File: src/rtl/nonrestoring_divider_if.sv
// Start/done handshake bundle shared by the divider and its requester.
// The requester drives start and the operands; the divider drives the status and results.
interface nonrestoring_divider_if #(
    parameter int WIDTH = 32
);
    logic             start;
    logic [WIDTH-1:0] dividend;
    logic [WIDTH-1:0] divisor;
    logic             busy;
    logic             done;
    logic [WIDTH-1:0] quotient;
    logic [WIDTH-1:0] remainder;
    logic             div_by_zero;

    modport master (
        output start, dividend, divisor,
        input  busy, done, quotient, remainder, div_by_zero
    );

    modport slave (
        input  start, dividend, divisor,
        output busy, done, quotient, remainder, div_by_zero
    );
endinterface

File: src/rtl/nonrestoring_divider.sv
// Sequential signed divider: radix-2 non-restoring division on operand magnitudes,
// one quotient bit per clock, then remainder correction and a sign fix-up.
module nonrestoring_divider #(
    parameter int WIDTH = 32
) (
    input  logic                  clk,
    input  logic                  rst_n,
    nonrestoring_divider_if.slave bus
);
    localparam int CW = $clog2(WIDTH + 1);

    localparam logic [2:0] S_IDLE    = 3'd0;
    localparam logic [2:0] S_LOAD    = 3'd1;
    localparam logic [2:0] S_CALC    = 3'd2;
    localparam logic [2:0] S_CORRECT = 3'd3;
    localparam logic [2:0] S_SIGN    = 3'd4;
    localparam logic [2:0] S_DONE    = 3'd5;

    logic [2:0]         state;
    logic [WIDTH-1:0]   a_reg, b_reg;
    logic [WIDTH:0]     d_mag;
    logic [WIDTH+1:0]   p;
    logic [WIDTH-1:0]   q;
    logic               sa, sb;
    logic [CW-1:0]      cnt;
    logic [WIDTH-1:0]   quo_r, rem_r;
    logic               dbz_r;

    logic [WIDTH:0]     a_ext, b_ext, a_mag, b_mag;
    logic [WIDTH+1:0]   d_ext, p_sh, p_nx;

    // Magnitudes are WIDTH+1 bits so the most-negative operand is exact.
    always_comb begin
        a_ext = {a_reg[WIDTH-1], a_reg};
        b_ext = {b_reg[WIDTH-1], b_reg};
        a_mag = a_reg[WIDTH-1] ? (~a_ext + (WIDTH+1)'(1)) : a_ext;
        b_mag = b_reg[WIDTH-1] ? (~b_ext + (WIDTH+1)'(1)) : b_ext;
    end

    // The partial remainder can reach +/-2*|divisor| after the shift, hence WIDTH+2 bits.
    always_comb begin
        d_ext = {1'b0, d_mag};
        p_sh  = {p[WIDTH:0], q[WIDTH-1]};
        p_nx  = p[WIDTH+1] ? (p_sh + d_ext) : (p_sh - d_ext);
    end

    always_ff @(posedge clk or negedge rst_n) begin
        if (!rst_n) begin
            state <= S_IDLE;
            a_reg <= '0;
            b_reg <= '0;
            d_mag <= '0;
            p     <= '0;
            q     <= '0;
            sa    <= 1'b0;
            sb    <= 1'b0;
            cnt   <= '0;
            quo_r <= '0;
            rem_r <= '0;
            dbz_r <= 1'b0;
        end else begin
            case (state)
                S_IDLE: begin
                    if (bus.start) begin
                        a_reg <= bus.dividend;
                        b_reg <= bus.divisor;
                        dbz_r <= 1'b0;
                        state <= S_LOAD;
                    end
                end
                S_LOAD: begin
                    if (b_reg == '0) begin
                        quo_r <= '1;
                        rem_r <= a_reg;
                        dbz_r <= 1'b1;
                        state <= S_DONE;
                    end else begin
                        q     <= a_mag[WIDTH-1:0];
                        d_mag <= b_mag;
                        sa    <= a_reg[WIDTH-1];
                        sb    <= b_reg[WIDTH-1];
                        p     <= '0;
                        cnt   <= CW'(WIDTH);
                        state <= S_CALC;
                    end
                end
                S_CALC: begin
                    p   <= p_nx;
                    q   <= {q[WIDTH-2:0], ~p_nx[WIDTH+1]};
                    cnt <= cnt - CW'(1);
                    if (cnt == CW'(1))
                        state <= S_CORRECT;
                end
                S_CORRECT: begin
                    if (p[WIDTH+1])
                        p <= p + d_ext;
                    state <= S_SIGN;
                end
                S_SIGN: begin
                    // Negating a most-negative quotient wraps back onto itself.
                    quo_r <= (sa ^ sb) ? (~q + WIDTH'(1)) : q;
                    rem_r <= sa ? (~p[WIDTH-1:0] + WIDTH'(1)) : p[WIDTH-1:0];
                    state <= S_DONE;
                end
                S_DONE: begin
                    state <= S_IDLE;
                end
                default: state <= S_IDLE;
            endcase
        end
    end

    assign bus.busy        = (state != S_IDLE);
    assign bus.done        = (state == S_DONE);
    assign bus.quotient    = quo_r;
    assign bus.remainder   = rem_r;
    assign bus.div_by_zero = dbz_r;
endmodule
File: src/flat_wrapper.sv
// flat-port wrapper written by rule: the top's interface ports become plain ports
module nonrestoring_divider_flat 
#(
    parameter int WIDTH = 32
)
  (clk, rst_n, bus_start, bus_dividend, bus_divisor, bus_busy, bus_done, bus_quotient, bus_remainder, bus_div_by_zero);
  nonrestoring_divider_if #(.WIDTH(WIDTH)) bus_i ();
  input  logic clk;
  input  logic rst_n;
  input wire logic [$bits(bus_i.start)-1:0] bus_start;
  input wire logic [$bits(bus_i.dividend)-1:0] bus_dividend;
  input wire logic [$bits(bus_i.divisor)-1:0] bus_divisor;
  output wire logic [$bits(bus_i.busy)-1:0] bus_busy;
  output wire logic [$bits(bus_i.done)-1:0] bus_done;
  output wire logic [$bits(bus_i.quotient)-1:0] bus_quotient;
  output wire logic [$bits(bus_i.remainder)-1:0] bus_remainder;
  output wire logic [$bits(bus_i.div_by_zero)-1:0] bus_div_by_zero;
  assign bus_i.start = bus_start;
  assign bus_i.dividend = bus_dividend;
  assign bus_i.divisor = bus_divisor;
  assign bus_busy = bus_i.busy;
  assign bus_done = bus_i.done;
  assign bus_quotient = bus_i.quotient;
  assign bus_remainder = bus_i.remainder;
  assign bus_div_by_zero = bus_i.div_by_zero;
  nonrestoring_divider #(.WIDTH(WIDTH)) u_core (.clk(clk), .rst_n(rst_n), .bus(bus_i));
endmodule
File: config.mk
export PLATFORM = sky130hd
export DESIGN_NAME = nonrestoring_divider_flat
export DESIGN_NICKNAME = d
export VERILOG_FILES = /design/src/rtl/nonrestoring_divider_if.sv /design/src/rtl/nonrestoring_divider.sv /design/src/flat_wrapper.sv
export SDC_FILE = /design/constraint.sdc
export NUM_CORES = 1
export LEC_CHECK = 0
export CELL_PAD_IN_SITES_DETAIL_PLACEMENT = 0
export CELL_PAD_IN_SITES_GLOBAL_PLACEMENT = 1
export CORE_UTILIZATION = 49
export CTS_CLUSTER_DIAMETER = 80
export DETAILED_ROUTE_END_ITERATION = 10
export GPL_TIMING_DRIVEN = 0
export MAX_ROUTING_LAYER = met4
export PLACE_DENSITY = 0.95
export SYNTH_ARGS = -nofsm -noshare
export SYNTH_HDL_FRONTEND = slang
export SYNTH_SLANG_ARGS = --single-unit
File: constraint.sdc
create_clock -name clk -period 11.7 [get_ports clk]
set_input_delay 3.51 -clock clk [delete_from_list [all_inputs] [get_ports clk]]
set_output_delay 3.51 -clock clk [all_outputs]
set_load 0.03 [all_outputs]
## Word level (Yosys, flattened, before mapping)

Index checks and enable logic that the tools add are counted.

| storage, ports and cells | value |
|---|---|
| input bits | 67 |
| register bits after elaboration | 239 |
| output and inout bits | 67 |
| logic and storage cells | 77 |

| cells by class | value |
|---|---|
| equal/unequal tests | 11 |
| bitwise logic cells | 7 |
| add/sub/neg operators | 8 |
| reduce and logical (&&, ||, !) cells | 15 |
| muxes and demuxes | 23 |

Operator list:

| cell | count |
|---|---|
| two-way mux 32 bit | 6 |
| one-hot mux 32 bit (2 select lines) | 3 |
| two-way mux 34 bit | 3 |
| one-hot mux 34 bit (3 select lines) | 1 |
| adder 32 x 1 -> 32 bit, second input constant | 3 |
| NOT 32 bit | 3 |
| adder 34 x 33 -> 34 bit | 2 |
| subtractor 34 x 33 -> 34 bit | 1 |
| adder 33 x 1 -> 33 bit, second input constant | 1 |
| two-way mux 33 bit | 1 |
| NOT 33 bit | 1 |
| zero test 32 bit | 1 |
| one-hot mux 3 bit (5 select lines) | 1 |
| one-hot mux 6 bit (2 select lines) | 1 |
| AND reduction 2 bit | 6 |
| two-way mux 3 bit | 3 |
| equality test 3 x 2 -> 1 bit, second input constant | 2 |
| equality test 3 bit, second input constant | 2 |
| equality test 6 x 1 -> 1 bit, second input constant | 1 |
| two-way mux 6 bit | 1 |
| inequality test 2 x 1 -> 1 bit, second input constant | 3 |
| AND reduction 3 bit | 2 |
| nonzero test 2 bit | 3 |
| nonzero test 3 bit | 2 |
| 8 further kinds | 11 |

## Longest topological paths before layout

Gate-level depths: netlist (run 1).

| depth | value |
|---|---|
| depth in word-level cells | 5 |
| gate-level depth with buffers | 18 |
| depth with buffers taken out | 17 |

## Least setup slack after synthesis (run 1)

OpenSTA, ideal clock, no wires.

| timing path | value |
|---|---|
| path type | register to output |
| start | register u_core.state[1] |
| end | output bus_done |
| stages on the path, launching flop included | 3 |
| arrival time | 1.389 ns |
| path buffers | 1 |
| slack | 6.801 ns |
| path through | dfrtp_1 > clkbuf_1 > nor3b_1 |

| on the way | value |
|---|---|
| longest elaborated chain between the ends | 1 |

Ends and longest elaborated chain:

| item | RTL line | RTL |
|---|---|---|
| from (decl) | nonrestoring_divider.sv:19 | `logic [2:0] state;` |
| from (signal assigned) | nonrestoring_divider.sv:49 | `state <= S_IDLE;` |
| from (signal assigned) | nonrestoring_divider.sv:68 | `state <= S_LOAD;` |
| from (signal assigned) | nonrestoring_divider.sv:76 | `state <= S_DONE;` |
| equality test 3 bit | nonrestoring_divider.sv:114 | `assign bus.done = (state == S_DONE);` |
| to (decl) | flat_wrapper.sv:14 | `output wire logic [$bits(bus_i.done)-1:0] bus_done;` |

No other way between the ends.

## Final worst setup path (run 1)

Same ends and word-level chain as after synthesis.

==> results of run 1 <==
[synthesized netlist by cell type (3+ instances only)]
cell | number | area [um^2]
a211oi_1 | 17 | 127.6
a21boi_0 | 4 | 30.03
a21o_1 | 37 | 277.8
a21oi_1 | 165 | 825.8
a221o_1 | 10 | 100.1
a221oi_1 | 4 | 35.03
a22oi_1 | 13 | 97.59
a31oi_1 | 12 | 75.07
and2_1 | 4 | 25.02
and3_1 | 15 | 93.84
buf_1 | 3 | 11.26
buf_2 | 13 | 65.06
clkbuf_1 | 72 | 270.3
dfrtp_1 | 239 | 5981
ha_1 | 74 | 925.9
inv_1 | 45 | 168.9
mux2_2 | 60 | 675.7
mux2i_1 | 41 | 410.4
nand2_1 | 160 | 600.6
nand2b_1 | 11 | 68.82
nand3_1 | 29 | 145.1
nand3b_1 | 5 | 37.54
nand4_1 | 14 | 87.58
nor2_1 | 129 | 484.2
nor2b_1 | 9 | 56.30
nor3_1 | 70 | 350.3
nor4_1 | 15 | 93.84
o211ai_1 | 9 | 67.56
o21a_1 | 6 | 45.04
o21ai_0 | 136 | 680.7
o21bai_1 | 17 | 127.6
o221ai_1 | 13 | 113.9
o22ai_1 | 15 | 93.84
o31a_1 | 4 | 35.03
o31ai_1 | 37 | 277.8
o41ai_1 | 8 | 70.07
o41ai_2 | 3 | 48.80
or2_2 | 10 | 62.56
or3_1 | 21 | 131.4
or4_1 | 16 | 120.1
xnor2_1 | 94 | 823.3
xor2_1 | 112 | 980.9
[critical path, stage by stage, from the launching register on]
cell	delay, ns
dfrtp_1	0.46
clkbuf_1	0.27
nor3b_1	0.45
clkdlybuf4s50_1	0.76
[worst paths after layout]
| kind | cells after the start | end | startpoint | slack [ns] |
|---|---|---|---|---|
| setup / recovery | 3 | bus_done | u_core.state[1]$_DFFE_PN0P_ | 5.67 |
| hold / removal | 2 | u_core.bus.quotient[21]$_DFFE_PN0P_ | u_core.bus.quotient[21]$_DFFE_PN0P_ | 0.54 |
| setup reg to reg | 15 | u_core.p[30]$_DFFE_PN0P_ | u_core.d_mag[5]$_DFFE_PN0P_ | 7.06 |
| hold reg to reg | 2 | u_core.bus.quotient[21]$_DFFE_PN0P_ | u_core.bus.quotient[21]$_DFFE_PN0P_ | 0.54 |
| max in group asynchronous | 2 | u_core.d_mag[24]$_DFFE_PN0P_ | rst_n | 7.90 |
| min in group asynchronous | 1 | u_core.a_reg[11]$_DFFE_PN0P_ | rst_n | 2.86 |
[cell type report]
cell class / count / area, um^2
Inverter: 45 / 168.9
Sequential cell: 239 / 5981
Multi-Input combinational cell: 1440 / 9748
Clock buffer: 40 / 815.8
Clock inverter: 11 / 188.9
Antenna cell: 2 / 5.005
Tap cell: 442 / 553.0
Fill cell: 2853 / 13410
Buffer: 90 / 361.6
Timing Repair Buffer: 135 / 1391
[logic make-up after synthesis]
group                      after synthesis
and+or+nand+nor                        530
xor gates and xnor gates               206
buffers and inverters                  135
DFF                                    239
AOI/OAI and AO/OA                      527
muxes                                  101
adders and majority gates               76
[metal layers]
layer	up-vias	GRT usage, %	wire [um]
met2	472	52.62	24240
met5	-	-	0
li1	6935	-	-
met4	0	11.63	1987
met1	6941	36.21	20420
met3	104	3.695	2874
[per-stage QoR]
| stage | utilization (%) | TNS (ns) | hold WS, ns |
|---|---|---|---|
| 6_report | 58.90 | 0 | 0.5351 |
| 5_1_grt | 58.90 | 0 | 0.5517 |
| 4_1_cts | 58.89 | 0 | 0.5381 |
| 3_5_place_dp | 55.81 | 0 | 0.5211 |
| 3_3_place_gp | 55.62 | -657.46 | 0.5060 |
| 2_1_floorplan | - | 0 | 0.4834 |
[cell usage in the layout (no fill, tap or decap), types with 60 or more instances in the layout]
cell type        synthesis  layout
nand2_1                160     160
dfrtp_1                239     239
a21oi_1                165     165
clkbuf_1                72      77
ha_1                    74      74
clkdlybuf4s50_1          0     132
xnor2_1                 94      94
nor2_1                 129     129
xor2_1                 112     112
o21ai_0                136     136
nor3_1                  70      70
mux2_2                  60      60
==> results.toml, run 1 <==
[outcome]
outcome = "completed"

[sta]
relSlewSlack_pct = 33.91
min_period_ns = 6.030
worstMarginPinSlew_ns = 0.9877
finalClockSkew_ns = 0.01245
finalHoldViolCount = 0
rsz0062_at_grt = "false"
min_period_over_period_pct = 51.54
worst_slack_ns = 5.670
timing.fmax_mhz = 165.8
maxSlewViolCount = 0
setup_violations = 0

[synth]
synth-compound-area-share_pct = 20.32
yosys.area_share.adder_pct = 5.941
ys_seq_elements = 239
syn_area_mm2 = 0.01626
synth_top_family_by_area = "compound AO/OA/AOI/OAI gates"
syn_inst = 1814
synthSimpleGateAreaFrac_pct = 15.91
syn_area_per_cell_um2 = 8.963
ys_types = 72
async_reset_ff_share_pct = 100.0
synth.area.mux_share_pct = 6.679
ys_dominant_reg_cell = "dfrtp_1"
synth_nets = 1957
synth-edff-count = 0
synth-xor-area-share_pct = 11.10
yosys_warnings = 0
ys_seq_area_share_pct = 36.78

[place]
place_area_mm2 = 0.01820
place_inst = 2391
gp_congestion = 0.9500
port_buffers = 133
post-dp-hpwl_um = 38670
pre_cts_slack_ns = 5.565

[layout]
reg_top3 = "u_core.p x34, u_core.d_mag x33"
finalInstanceArea_mm2 = 0.01921
finalNetCount = 2122
area_delta_synth_final_pct = 18.17
fin_cells = 2444
top_register = "u_core.p"
largest_reg_flops = 34
drive_gt1_share_pct = 7.700

[clock_tree]
cts_sinks = 239
clkTransAtPathRegs_ns = 0.06
cts.path.max_buffers = 3
cts_setup_buffers = 0
cts_resized = 0
clock_latency_ns = 0.57
ctsHoldBuffers = 0
htreeDepth = 1
cts_tree = "done"
cts_buffers = 28
cts-root-buf = "clkbuf_16"

[floorplanning]
io_pins = 134
dieWidth_um = 184.2
rows = 66
core_area_mm2 = 0.03262
start_util_pct = 49.85
die-area_mm2 = 0.03391
fp.dieH_um = 184.2

[flow_run]
drv_cap = 0

[setup_path]
arrival_ns = 2.52
endpoint_kind = "output pin"
path_class = "flop to output pin"
worstPathMaxFanout = 10
cp.required_ns = 8.19
startpoint_type = "flop"

[global_routing]
grt_max_degree = 113
gr-total-overflow = 0
grt_pass1_wl_um = 77950
antenna_found_initial = 1
grt_pass1_vias = 14340
grt.total_usage_pct = 30.44

[drt]
route.detailed.drc = 0
antenna_left = 0
routed_via_density = 5.913
wl_um = 49520
drt_iter0_drc = 924
first_pass_iters = 5
vias = 14450
wire_per_inst_um = 20.26

[min_path]
hold_class = "flop to flop"
Power of run 1 is not shown: default switching activity piles up to over one toggle a cycle in this logic, so the estimate is an artifact.
==> run 2: changes to the inputs <==
CORE_UTILIZATION = 46   (was 49)
PLACE_DENSITY = 0.93   (was 0.95)
clock period = 5.9 ns   (was 11.7 ns; I/O delays follow)
==> results.toml, run 2 (synthesis results as in run 1) <==
[outcome]
outcome = "completed"

[setup_path]
crit_path_start = "u_core.d_mag[5]$_DFFE_PN0P_"
r2r_setup_slack_ns = 1.26
r2r_cells = 15
path_class = "flop to flop"
startpoint_type = "flop"
worstPathMaxFanout = 9
arrival_ns = 5.08
timing.rr.end = "u_core.p[30]$_DFFE_PN0P_"
cp.required_ns = 6.34
crit_end = "u_core.p[30]$_DFFE_PN0P_"
r2r-start = "u_core.d_mag[5]$_DFFE_PN0P_"
endpoint_kind = "flop"

[place]
post-dp-hpwl_um = 39370
port_buffers = 133
gp_congestion = 0.9321

[clock_tree]
htreeDepth = 1
cts-root-buf = "clkbuf_16"
cts_sinks = 239
ctsHoldBuffers = 0
cts_setup_buffers = 0
cts_resized = 0
clkTransAtPathRegs_ns = 0.06
cts_tree = "done"
cts_buffers = 27
cts.path.max_buffers = 3
clock_latency_ns = 0.57

[global_routing]
grt_max_degree = 116
use_met2_pct = 49.21
use_met3_pct = 2.583
grt.total_usage_pct = 28.80
grt_busiest_layer = "met2"
grt_pass1_vias = 14280
grt_pass1_wl_um = 78850
grt_use_met1_pct = 35.91
gr-total-overflow = 0
antenna_found_initial = 1

[floorplanning]
rows = 68
io_pins = 134
die-area_mm2 = 0.03610
fp.dieH_um = 190.0
core_area_mm2 = 0.03463
dieWidth_um = 190.0
start_util_pct = 46.95

[layout]
post-route-util_pct = 55.14
final_cell_mix = "dfrtp_1 (239), a21oi_1 (165), nand2_1 (160), o21ai_0 (136), clkdlybuf4s50_1 (132)"
final_common_cell = "dfrtp_1"
finalNetCount = 2121
largest_reg_flops = 34
num-fill-cells = 3153
top_register = "u_core.p"
drive_gt1_share_pct = 7.354
multiInputGateArea_mm2 = 0.009748
regArea_mm2 = 0.005981
reg_top3 = "u_core.p x34, u_core.d_mag x33"
area_delta_synth_final_pct = 17.44

[sta]
holdWs_ns = 0.5330
timing.fmax_mhz = 215.5
worstMarginPinSlew_ns = 1.188
rsz0062_at_grt = "false"
min_period_over_period_pct = 78.65
finalHoldViolCount = 0
min_period_ns = 4.640
finalClockSkew_ns = 0.02473
setup_violations = 0
maxSlewViolCount = 0
relSlewSlack_pct = 20.58

[drt]
routed_via_density = 5.874
antenna_left = 0
route.detailed.drc = 0
drt_iter0_drc = 989
vias = 14420
wire_per_inst_um = 20.42
first_pass_iters = 7
wl_um = 50130

[flow_run]
drv_cap = 0

[min_path]
hold_class = "flop to flop"
## run 2: changes by cell type in the layout (fill, tap and decap cells not counted), sizes merged
cell      previous run  this run
clkbuf             112       115
bufinv               4         1
clkinv               5         2
clkinvlp             1         3
diode                2         1
## run 2: per-layer routing
metal | vias to the layer above | wire length (um)
li1 | 6932 | -
met4 | 0 | 1589
met3 | 110 | 2307
met2 | 407 | 24550
met1 | 6971 | 21680
met5 | - | 0
## run 2: worst min-delay path by stage
stage / start / end / slack (ns) / depth (start not counted)
after global routing: u_core.bus.quotient[0]$_DFFE_PN0P_ / u_core.bus.quotient[0]$_DFFE_PN0P_ / 0.57 / 2
after detailed placement: u_core.cnt[1]$_DFFE_PN0P_ / u_core.cnt[1]$_DFFE_PN0P_ / 0.52 / 2
after floorplan: u_core.cnt[1]$_DFFE_PN0P_ / u_core.cnt[1]$_DFFE_PN0P_ / 0.48 / 2
after CTS: u_core.cnt[1]$_DFFE_PN0P_ / u_core.cnt[1]$_DFFE_PN0P_ / 0.53 / 2
final: u_core.cnt[1]$_DFFE_PN0P_ / u_core.cnt[1]$_DFFE_PN0P_ / 0.53 / 2
after global placement: u_core.cnt[1]$_DFFE_PN0P_ / u_core.cnt[1]$_DFFE_PN0P_ / 0.50 / 2
## run 2: per-stage QoR
stage | setup slack [ns] | instances | area (um^2) | setup TNS, ns
after global routing | 0.9250 | 2454 | 19090 | 0
after floorplan | 2.128 | 1814 | 16260 | 0
after detailed placement | 1.331 | 2404 | 18220 | 0
after CTS | 1.337 | 2454 | 19090 | 0
final | 1.260 | 2455 | 19090 | 0
after global placement | -6.873 | 2402 | 18160 | -1633.68
## run 2: layout make-up
type	count	area share (%)
Timing Repair Buffer	135	7.287
Inverter	45	0.8846
Antenna cell	1	0.01311
Clock buffer	43	4.115
Sequential cell	239	31.32
Tap cell	455	2.981
Multi-Input combinational cell	1440	51.05
Clock inverter	7	0.4521
Buffer	90	1.894
## run 2: critical path, cell delays in order (launching register included)
cell,delay [ns]
dfrtp_1,0.43
or4_4,0.59
nor3_1,0.45
and3_1,0.36
and2_1,0.18
nor2_1,0.06
xnor2_1,0.27
ha_1,0.28
clkbuf_1,0.21
a21o_1,0.20
a21oi_1,0.19
o21ai_0,0.13
a311oi_1,0.55
mux2i_1,0.25
a21oi_1,0.09
a221o_1,0.30
Power of run 2 is left out for the same reason.
